$ cat config.mk
export PLATFORM = sky130hd
export DESIGN_NAME = hazard_scoreboard_flat
export DESIGN_NICKNAME = d
export VERILOG_FILES = /design/src/rtl/hazard_scoreboard_pkg.sv /design/src/rtl/hazard_scoreboard_if.sv /design/src/rtl/hazard_scoreboard_hz_src_check.sv /design/src/rtl/hazard_scoreboard.sv /design/src/flat_wrapper.sv
export SDC_FILE = /design/constraint.sdc
export NUM_CORES = 1
export LEC_CHECK = 0
export CAP_MARGIN = 25
export CORE_ASPECT_RATIO = 1.25
export CORE_MARGIN = 3
export CORE_UTILIZATION = 35
export DETAILED_ROUTE_END_ITERATION = 8
export MAX_ROUTING_LAYER = met4
export RECOVER_POWER = 50
export SYNTH_ARGS = -nofsm -noshare
export SYNTH_HDL_FRONTEND = slang
export SYNTH_SLANG_ARGS = --single-unit
$ cat constraint.sdc
create_clock -name clk -period 2.77 [get_ports clk]
set_clock_uncertainty 0.05 [all_clocks]
set_input_delay 0.4155 -clock clk [delete_from_list [all_inputs] [get_ports clk]]
set_output_delay 0.4155 -clock clk [all_outputs]
set_load 0.02 [all_outputs]
$ cat src/rtl/hazard_scoreboard_pkg.sv
// rtl/hazard_scoreboard_pkg.sv - shared encodings and types for the hazard scoreboard
package hazard_scoreboard_pkg;

  localparam logic [1:0] TUSE_D    = 2'd0;
  localparam logic [1:0] TUSE_E    = 2'd1;
  localparam logic [1:0] TUSE_M    = 2'd2;
  localparam logic [1:0] TUSE_NONE = 2'd3;

  localparam logic [1:0] TNEW_E = 2'd0;
  localparam logic [1:0] TNEW_M = 2'd1;
  localparam logic [1:0] TNEW_W = 2'd2;

  localparam logic [1:0] FWD_GRF = 2'd0;
  localparam logic [1:0] FWD_M   = 2'd1;
  localparam logic [1:0] FWD_E   = 2'd2;

  localparam int MULT_CYCLES_DEF = 5;
  localparam int DIV_CYCLES_DEF  = 10;

  typedef struct packed {
    logic       valid;
    logic [4:0] addr;
    logic [1:0] tnew;
  } hz_entry_t;

  function automatic logic [1:0] sat_dec(input logic [1:0] v);
    return (v == 2'd0) ? 2'd0 : v - 2'd1;
  endfunction

  // The MD counter must hold the longest busy period and is never narrower than 4 bits.
  function automatic int md_cnt_width(input int max_cycles);
    int w;
    w = $clog2(max_cycles + 1);
    return (w > 4) ? w : 4;
  endfunction

endpackage

$ cat src/rtl/hazard_scoreboard_if.sv
// rtl/hazard_scoreboard_if.sv - D-stage operand/MD inputs and stall/forward outputs
interface hazard_scoreboard_if;
  import hazard_scoreboard_pkg::*;

  logic [4:0] d_rs;
  logic [4:0] d_rt;
  logic [1:0] d_tuse_rs;
  logic [1:0] d_tuse_rt;
  logic [4:0] d_dst;
  logic       d_wen;
  logic [1:0] d_tnew;
  logic       d_is_md;
  logic       e_md_start;
  logic       e_md_div;
  logic       stall;
  logic [1:0] fwd_rs_sel;
  logic [1:0] fwd_rt_sel;
  logic       md_busy;

  modport master (
    output d_rs, d_rt, d_tuse_rs, d_tuse_rt, d_dst, d_wen, d_tnew, d_is_md,
    output e_md_start, e_md_div,
    input  stall, fwd_rs_sel, fwd_rt_sel, md_busy
  );

  modport slave (
    input  d_rs, d_rt, d_tuse_rs, d_tuse_rt, d_dst, d_wen, d_tnew, d_is_md,
    input  e_md_start, e_md_div,
    output stall, fwd_rs_sel, fwd_rt_sel, md_busy
  );

endinterface

$ cat src/rtl/hazard_scoreboard_hz_src_check.sv
// rtl/hazard_scoreboard_hz_src_check.sv - stall and forward select for one D-stage source
module hz_src_check
  import hazard_scoreboard_pkg::*;
(
  input  logic [4:0] src_i,
  input  logic [1:0] tuse_i,
  input  hz_entry_t  e_i,
  input  hz_entry_t  m_i,
  output logic       stall_o,
  output logic [1:0] fwd_sel_o
);

  logic match_e;
  logic match_m;

  always_comb begin
    match_e = e_i.valid && (e_i.addr == src_i) && (src_i != 5'd0);
    match_m = m_i.valid && (m_i.addr == src_i) && (src_i != 5'd0);

    stall_o = (tuse_i != TUSE_NONE) &&
              ((match_e && (e_i.tnew > tuse_i)) || (match_m && (m_i.tnew > tuse_i)));

    // A pending E match hides M even when M is ready: E holds the newer value.
    fwd_sel_o = FWD_GRF;
    if (match_e) begin
      if (e_i.tnew == TNEW_E) fwd_sel_o = FWD_E;
    end else if (match_m && (m_i.tnew == TNEW_E)) begin
      fwd_sel_o = FWD_M;
    end
  end

endmodule

$ cat src/rtl/hazard_scoreboard.sv
// rtl/hazard_scoreboard.sv - E/M write shadow, stall/forward generation and MD busy counter
module hazard_scoreboard
  import hazard_scoreboard_pkg::*;
#(
  parameter int MULT_CYCLES = MULT_CYCLES_DEF,
  parameter int DIV_CYCLES  = DIV_CYCLES_DEF
) (
  input logic              clk,
  input logic              reset,
  hazard_scoreboard_if.slave hz
);

  localparam int MD_CNT_W = md_cnt_width(DIV_CYCLES);

  hz_entry_t             e_q, e_d;
  hz_entry_t             m_q, m_d;
  logic [MD_CNT_W-1:0]   md_cnt_q, md_cnt_d;

  logic       rs_stall, rt_stall, md_stall;
  logic       stall_w, md_busy_w;
  logic [1:0] rs_sel, rt_sel;

  hz_src_check u_rs (
    .src_i     (hz.d_rs),
    .tuse_i    (hz.d_tuse_rs),
    .e_i       (e_q),
    .m_i       (m_q),
    .stall_o   (rs_stall),
    .fwd_sel_o (rs_sel)
  );

  hz_src_check u_rt (
    .src_i     (hz.d_rt),
    .tuse_i    (hz.d_tuse_rt),
    .e_i       (e_q),
    .m_i       (m_q),
    .stall_o   (rt_stall),
    .fwd_sel_o (rt_sel)
  );

  always_comb begin
    md_busy_w = hz.e_md_start || (md_cnt_q != '0);
    md_stall  = hz.d_is_md && md_busy_w;
    stall_w   = rs_stall || rt_stall || md_stall;

    m_d.valid = e_q.valid;
    m_d.addr  = e_q.addr;
    m_d.tnew  = sat_dec(e_q.tnew);

    // A stalled D instruction is re-issued later, so only a bubble enters E now.
    e_d = '0;
    if (!stall_w) begin
      e_d.valid = hz.d_wen && (hz.d_dst != 5'd0);
      e_d.addr  = hz.d_dst;
      e_d.tnew  = hz.d_tnew;
    end

    md_cnt_d = md_cnt_q;
    if (hz.e_md_start) begin
      md_cnt_d = hz.e_md_div ? MD_CNT_W'(DIV_CYCLES) : MD_CNT_W'(MULT_CYCLES);
    end else if (md_cnt_q != '0) begin
      md_cnt_d = md_cnt_q - 1'b1;
    end
  end

  always_ff @(posedge clk) begin
    if (reset) begin
      e_q      <= '0;
      m_q      <= '0;
      md_cnt_q <= '0;
    end else begin
      e_q      <= e_d;
      m_q      <= m_d;
      md_cnt_q <= md_cnt_d;
    end
  end

  assign hz.stall      = stall_w;
  assign hz.fwd_rs_sel = rs_sel;
  assign hz.fwd_rt_sel = rt_sel;
  assign hz.md_busy    = md_busy_w;

endmodule

$ cat src/flat_wrapper.sv
// flat-port wrapper written by rule: the top's interface ports become plain ports
module hazard_scoreboard_flat import hazard_scoreboard_pkg::*;
#(
  parameter int MULT_CYCLES = MULT_CYCLES_DEF,
  parameter int DIV_CYCLES  = DIV_CYCLES_DEF
)
  (clk, reset, hz_d_rs, hz_d_rt, hz_d_tuse_rs, hz_d_tuse_rt, hz_d_dst, hz_d_wen, hz_d_tnew, hz_d_is_md, hz_e_md_start, hz_e_md_div, hz_stall, hz_fwd_rs_sel, hz_fwd_rt_sel, hz_md_busy);
  hazard_scoreboard_if hz_i ();
  input logic clk;
  input logic reset;
  input wire logic [$bits(hz_i.d_rs)-1:0] hz_d_rs;
  input wire logic [$bits(hz_i.d_rt)-1:0] hz_d_rt;
  input wire logic [$bits(hz_i.d_tuse_rs)-1:0] hz_d_tuse_rs;
  input wire logic [$bits(hz_i.d_tuse_rt)-1:0] hz_d_tuse_rt;
  input wire logic [$bits(hz_i.d_dst)-1:0] hz_d_dst;
  input wire logic [$bits(hz_i.d_wen)-1:0] hz_d_wen;
  input wire logic [$bits(hz_i.d_tnew)-1:0] hz_d_tnew;
  input wire logic [$bits(hz_i.d_is_md)-1:0] hz_d_is_md;
  input wire logic [$bits(hz_i.e_md_start)-1:0] hz_e_md_start;
  input wire logic [$bits(hz_i.e_md_div)-1:0] hz_e_md_div;
  output wire logic [$bits(hz_i.stall)-1:0] hz_stall;
  output wire logic [$bits(hz_i.fwd_rs_sel)-1:0] hz_fwd_rs_sel;
  output wire logic [$bits(hz_i.fwd_rt_sel)-1:0] hz_fwd_rt_sel;
  output wire logic [$bits(hz_i.md_busy)-1:0] hz_md_busy;
  assign hz_i.d_rs = hz_d_rs;
  assign hz_i.d_rt = hz_d_rt;
  assign hz_i.d_tuse_rs = hz_d_tuse_rs;
  assign hz_i.d_tuse_rt = hz_d_tuse_rt;
  assign hz_i.d_dst = hz_d_dst;
  assign hz_i.d_wen = hz_d_wen;
  assign hz_i.d_tnew = hz_d_tnew;
  assign hz_i.d_is_md = hz_d_is_md;
  assign hz_i.e_md_start = hz_e_md_start;
  assign hz_i.e_md_div = hz_e_md_div;
  assign hz_stall = hz_i.stall;
  assign hz_fwd_rs_sel = hz_i.fwd_rs_sel;
  assign hz_fwd_rt_sel = hz_i.fwd_rt_sel;
  assign hz_md_busy = hz_i.md_busy;
  hazard_scoreboard #(.MULT_CYCLES(MULT_CYCLES), .DIV_CYCLES(DIV_CYCLES)) u_core (.clk(clk), .reset(reset), .hz(hz_i));
endmodule
# == Word level (Yosys, flattened, before mapping) ==
# Cells that the tools add are included.
# totals
register_bits,20
output_inout_bits,6
inputBits,27
# op_classes
order_cmp,4
n_reduce_logical,32
n_addsub,2
muxes,8
n_eq_ne,6
# op_table
operator,count
$eq A5 B5 Y1,4
$logic_and A1 B1 Y1,18
$reduce_bool A5 Y1,3
$mux W4,3
$gt A2 B2 Y1,4
$mux W2,3
$logic_or A1 B1 Y1,5
$logic_not A2 Y1,2
$ne A2 B2 Y1 const B,2
$reduce_bool A4 Y1,1
$reduce_or A2 Y1,2
$sub A4 B1 Y4 const B,1
$mux W1,2
$reduce_bool A2 Y1,1
$sub A2 B1 Y2 const B,1

# == Depth between registers and ports, before layout ==
# Gate-level depths: netlist of run 1.
# logic_depth
depth_word,9
ltp_mapped,8
ltp_nobuf,7

# == Cells and area by module ==
# Synthesis of run 1 repeated with hierarchy kept, for this count alone.
# unflattened
cells_unflattened,133
hier_area_um2,1286.2
# modules_own_cells
mod,seq_area_each_um2,area_per_inst_um2,cells_per_inst,instances
hazard_scoreboard,400.4,750.7,67,1
hz_src_check,0.0,267.8,33,2

# == Least setup slack after synthesis of run 1 ==
# OpenSTA, ideal clock, no wires.
# synth_timing
path_type,input-to-output
startpoint,input port hz_d_rt[1]
endpoint,output port hz_fwd_rt_sel[0]
required_time_ns,2.305
path_slack_ns,0.240
t_arrival_ns,2.064
stages,5
cell_sequence,or4_4 nor2_4 nor3_2 or4_1 nor3_1
# synth_via
elab_chain_cells,6
elab_cells_between_ends,10
# synth_lines
item,line_no,rtl
from (decl),flat_wrapper.sv:12,input wire logic [$bits(hz_i.d_rt)-1:0] hz_d_rt;
$eq A5 B5 Y1,hazard_scoreboard_hz_src_check.sv:18,match_m = m_i.valid && (m_i.addr == src_i) && (src_i != 5'd0);
$logic_and A1 B1 Y1 (2 in series),hazard_scoreboard_hz_src_check.sv:18,
$logic_and A1 B1 Y1,hazard_scoreboard_hz_src_check.sv:27,end else if (match_m && (m_i.tnew == TNEW_E)) begin
$mux W1,hazard_scoreboard_hz_src_check.sv:27,
$mux W2 *,hazard_scoreboard_hz_src_check.sv:25,if (match_e) begin
to (decl),flat_wrapper.sv:23,output wire logic [$bits(hz_i.fwd_rt_sel)-1:0] hz_fwd_rt_sel;
# Mark *: on every way between the ends. The rest lies on a longest branch, timed or not.

# == Worst setup path in the final report of run 1 ==
# layout_timing
startpoint,input port hz_d_rt[2]
endpoint,output port hz_fwd_rt_sel[0]
# The elaborated chain is that of the path after synthesis.

==> results of run 1 <==
-- where the power goes --
part	switching, mW	internal, mW	total (mW)
logic	0.102	0.131	0.233
clock network	0.0848	0.0966	0.181
registers	0.0191	0.307	0.326
-- sequential cells by signal, summed over array words and instances, names as in the netlist --
signal,flops
u_core.e_q,8
u_core.m_q,8
u_core.md_cnt_q,4
-- repair_timing --
action / 4_1_cts / 5_1_grt
resized for setup: 22 / 9
pin swaps: 5 / 5
setup buffers: 0 / 0
hold buffers: 0 / 0
endpoints found under the setup margin: 4 / 5
-- cells by family after synthesis --
group / after synthesis / synth area share
adder cells (fa/ha/maj): 11 / 0.1049
flip-flops: 20 / 0.3050
multiplexers: 1 / 0.007627
XOR/XNOR: 23 / 0.1535
AO/OA/AOI/OAI: 16 / 0.08294
AND/OR/NAND/NOR: 50 / 0.2822
buffers and inverters: 20 / 0.06387
-- layout make-up --
| cell class | count | area share |
|---|---|---|
| inverters | 16 | 0.03141 |
| flip-flops and latches | 20 | 0.2094 |
| multi-input cells | 101 | 0.4522 |
| well taps | 39 | 0.02552 |
| clock buffers | 3 | 0.02160 |
| repair buffers | 56 | 0.2598 |
-- final timing paths --
| kind | endpoint | depth (start not counted) | from | slack, ps |
|---|---|---|---|---|
| max | hz_fwd_rt_sel[0] | 7 | hz_d_rt[2] | 60 |
| min | u_core.m_q[0] | 1 | u_core.e_q[0] | 370 |
| max reg2reg | u_core.e_q[7] | 7 | u_core.md_cnt_q[0] | 840 |
| min reg2reg | u_core.m_q[0] | 1 | u_core.e_q[0] | 370 |
-- cells in the final DEF, fill, tap and decap left out, types with 2 or more instances in the layout --
cell type / instances
o21ai_1: 2
clkdlybuf4s50_1: 21
xnor2_1: 15
clkbuf_8: 3
nor3_1: 4
nor3_2: 3
a22oi_1: 3
xor2_1: 8
nor4_2: 6
inv_1: 15
nor4_4: 2
a221o_1: 2
dfxtp_1: 20
ha_4: 2
o21ai_0: 2
ha_1: 9
nor2b_1: 8
nand2_1: 5
a21oi_1: 4
nand4_1: 5
dlygate4sd2_1: 4
nand2b_1: 2
nor2_1: 5
dlymetal6s2s_1: 3
buf_4: 25
nor4_1: 3
-- per-stage QoR --
stage,setup TNS [ps],hold slack [ps],area (um2)
final,0,373.2,1912
after global routing,0,426.4,1912
after CTS,0,371.2,1891
after detailed placement,-1422,361.5,1838
after global placement,-1301,361.5,1838
after floorplan,0,351.3,1313
-- critical path, delay by kind of cell --
family                 cells  cell delay, ps
buffers and inverters      2             410
and+or+nand+nor            5            1410
-- metal layers --
layer / share of wire / vias to the layer above / GRT usage / wire length, um
met1: 0.42 / 536 / 0.1737 / 1291
met3: 0.038 / 4 / 0.01563 / 117
met5: 0 / - / - / 0
li1: - / 599 / - / -
met2: 0.53 / 23 / 0.2628 / 1625
met4: 0.014 / 0 / 0.06506 / 44
==> impl_metrics.ini, run 1 <==
[worst_setup_path]
crit_slowest_cell = or4_1
crit_chain = dlygate4sd2_1 > or4_4 > nor2_4 > nor3_2 > or4_1 > nor3_2 > buf_4
end_kind = output pin
crit_path_start_kind = primary input
timing.critical_path.arrival_ps = 2240
critPathMaxStageDelay_ps = 540
cp_max_fo = 3
cp.required_ps = 2300
cpMostUsedCell = nor3_2
critPathKind = in2out

[power]
power.total_mw = 0.7404
vdd_drop_max_mv = 0.2318
pwr_density_cell_mw_per_mm2 = 387.3
p_leak_nw = 0.8108

[yosys]
avgSynthCellArea_um2 = 9.309
synth_top_cell_by_area = dfxtp_1
synthesis.area_mm2 = 0.001313
synthTopCellsByArea = dfxtp_1 31%, ha_1 10%, xnor2_1 10%
ys_warn_count = 0
netlist_instances = 141
synth-edff-count = 0
synth.ff_latch_count = 20
synth.most_common_cell = dfxtp_1
yosysTopAreaCellShare = 0.3051
ys_types = 33
postSynth.asyncResetShare = 0
syn_nets = 179
ys_seq_area_frac = 0.3051
synth_common_cells = 20 x dfxtp_1, 16 x inv_1, 15 x xnor2_1
synth_ff_type = dfxtp_1

[die]
num_rows = 24
die_area_mm2 = 0.004525
die_h_um = 74.47
top_level_ports = 33
core-area_mm2 = 0.003543
start_util = 0.3704
dieWidth_um = 60.77

[clock_network]
cts_max_level = 1
clk_path_buf_depth = 2
cts_buffers = 3
insertion_delay_ps = 250
clkTransAtPathRegs_ps = 60
cts_root_buf = clkbuf_8
clock-sinks = 20
tritoncts = yes

[global_route]
grt_pass1_wl_mm = 4.981
grt_max_degree = 21
gr-total-overflow = 0
grt_pass1_vias = 1177
grt_use_total = 0.1517
antenna_found_initial = 0

[layout]
seq_area_um2 = 400.4
drive_gt1_frac = 0.2500
n_antenna_cell = 0
multi_input_area_um2 = 864.6
fillers = 344
area_growth_pct = 45.66
final_cells = 235
final_util = 0.5395
final_nets = 236

[sta]
rsz0062_at_grt = false
tightest_slew_ps = 932.5
min_period_ps = 2705
max_clock_freq_ghz = 0.3696
setup_viol = 0
max_slew_margin = 0.3763
fin_crit_sh = 0.9767
fin_ws_ps = 64.68
slew_viol_final = 0
finalHoldViolations = 0

[place]
place.gp.congestion = 0.7420
dp_slack_ps = -574.3
io_buffers = 32
hpwl_mm = 2.630
place_inst = 232

[route]
drc_errors = 0
dr.pass1.iters = 4
viasPerCell = 4.945
wl_per_cell_um = 13.10
num_vias = 1162
antenna_left = 0
drt_iter0_drc = 32
drt-total-wl_mm = 3.078

[status]
status = completed

[job]
cap_violations = 0

[worst_hold_path]
hp-class = reg2reg
Note: power is estimated with default switching activity, not from simulation.
==> inputs of run 2 (changes only) <==
Settings changed: CORE_UTILIZATION 35 to 48, PLACE_DENSITY from default to 0.78.
==> run 2 against run 1 <==
Critical endpoint is now hz_fwd_rt_sel[1]. Critical path depth down 1. Sequential cell count unchanged. Core utilization up 21 points. Worst setup slack better by 43 ps. Fmax up 1.6%. Largest power group unchanged.
==> impl_metrics.ini, run 2 (synthesized netlist as in run 1, its figures left out) <==
[worst_setup_path]
critical_path.top_delay_family = buffers and inverters
reg2regPathDepth = 9
cpMostUsedCell = clkdlybuf4s50_1
critPathMaxStageDelay_ps = 590
critPathKind = in2out
path_buf_inv = 2
cp.required_ps = 2300
crit_chain = clkdlybuf4s50_1 > xnor2_1 > nand4_1 > nor3_2 > and2_2 > clkdlybuf4s50_1
cp.depth = 6
timing.critical_path.arrival_ps = 2200
crit_slowest_cell = clkdlybuf4s50_1
worstReg2RegStart = u_core.m_q[1]
r2r-end = u_core.e_q[7]
cp_max_fo = 3
end_kind = output pin
rrSetupSlack_ps = 610
crit_path_start_kind = primary input

[worst_hold_path]
hold_depth = 1
hp-start = u_core.e_q[0]
hp-class = reg2reg
hold_end = u_core.m_q[0]

[layout]
fillers = 192
n_antenna_cell = 0
top_regs = u_core.e_q (8), u_core.m_q (8), u_core.md_cnt_q (4)
final_util = 0.7510
area_growth_pct = 44.61
final_nets = 236
drive_gt1_frac = 0.2538
layout_common_cells = 25 x buf_4, 21 x clkdlybuf4s50_1, 20 x dfxtp_1
final_common_cell = buf_4

[route]
num_vias = 1187
viasPerCell = 5.161
drt-total-wl_mm = 3.188
drt_iter0_drc = 22
drc_errors = 0
antenna_left = 0
dr.pass1.iters = 4
wl_per_cell_um = 13.86

[global_route]
grt_use_total = 0.1967
gr-total-overflow = 0
antenna_found_initial = 0
grt_max_degree = 21
grt_pass1_wl_mm = 4.995
grt_pass1_vias = 1226

[sta]
fin_crit_sh = 0.9611
max_clock_freq_ghz = 0.3756
finalHoldViolations = 0
hold_slack_ps = 387.0
fin_ws_ps = 107.8
setup_viol = 0
min_period_ps = 2662
rsz0062_at_grt = false
max_slew_margin = 0.3837
slew_viol_final = 0
tightest_slew_ps = 921.5

[status]
status = completed

[die]
start_util = 0.5193
dieWidth_um = 52.77
core-area_mm2 = 0.002527
die_h_um = 64.47
die_area_mm2 = 0.003402
top_level_ports = 33
num_rows = 20

[clock_network]
cts_buffers = 3
cts_max_level = 1
clkTransAtPathRegs_ps = 110
insertion_delay_ps = 290
clock-sinks = 20
postCtsHoldBufs = 0
cts_root_buf = clkbuf_4
tritoncts = yes
clk_path_buf_depth = 2

[place]
dp_slack_ps = -518.0
place.gp.congestion = 0.9421
io_buffers = 32
hpwl_mm = 2.617

[power]
p_leak_nw = 0.8145
power.total_mw = 0.7302
pwr_density_cell_mw_per_mm2 = 384.7
vdd_drop_max_mv = 0.3528

[job]
cap_violations = 0
[run 2: through the flow]
| stage | instance area [um2] | TNS [ps] | cells |
|---|---|---|---|
| CTS | 1851 | -34.73 | 229 |
| finish | 1898 | 0 | 230 |
| detailed placement | 1815 | -1292 | 224 |
| global route | 1898 | 0 | 230 |
| floorplan | 1313 | 0 | 141 |
| global placement | 1815 | -1202 | 224 |
[run 2: worst max-delay path by stage]
stage | start | end | slack [ps]
floorplan | hz_d_rt[1] | hz_fwd_rt_sel[0] | 240
global placement | hz_d_rt[1] | hz_fwd_rt_sel[0] | -510
CTS | hz_d_rt[3] | hz_fwd_rt_sel[0] | -30
global route | hz_d_rs[1] | hz_fwd_rs_sel[1] | 9
detailed placement | hz_d_rt[1] | hz_fwd_rt_sel[0] | -520
finish | hz_d_rt[0] | hz_fwd_rt_sel[1] | 110
[run 2: cell type report]
class,instances,area (um2),area share
clock buffer,4,36.28,0.01912
inverter,16,60.06,0.03164
multi-input combinational,101,863.3,0.4548
sequential,20,400.4,0.2109
tap,33,41.29,0.02175
timing repair buffer,56,496.7,0.2617
[run 2: worst register-to-register path, stage by stage (launching register included)]
cell     delay, ps
dfxtp_1        470
ha_4           250
nor2b_1        130
o21ai_1        150
nor4_1          60
a221o_1        300
buf_4          140
buf_4          120
buf_4          170
nor4_4         240
[run 2: per-layer routing]
metal / up-vias / GRT usage / part of all wire
met2: 34 / 0.3696 / 0.54
li1: 603 / - / -
met4: 0 / 0.07029 / 0.013
met5: - / - / 0
met3: 6 / 0.02069 / 0.035
met1: 544 / 0.2034 / 0.41
[run 2: timing repair]
item	CTS	global route
pin swaps	4	4
resized for setup	19	12
setup endpoints to repair	4	4
buffers inserted	1	1
[run 2: power breakdown]
| group | internal [mW] | total, mW | switching [mW] | leakage [nW] |
|---|---|---|---|---|
| clock network | 0.0800 | 0.165 | 0.0852 | 0.0210 |
| registers | 0.307 | 0.326 | 0.0187 | 0.164 |
| logic | 0.132 | 0.239 | 0.107 | 0.629 |
| total | 0.519 | 0.730 | 0.211 | 0.815 |
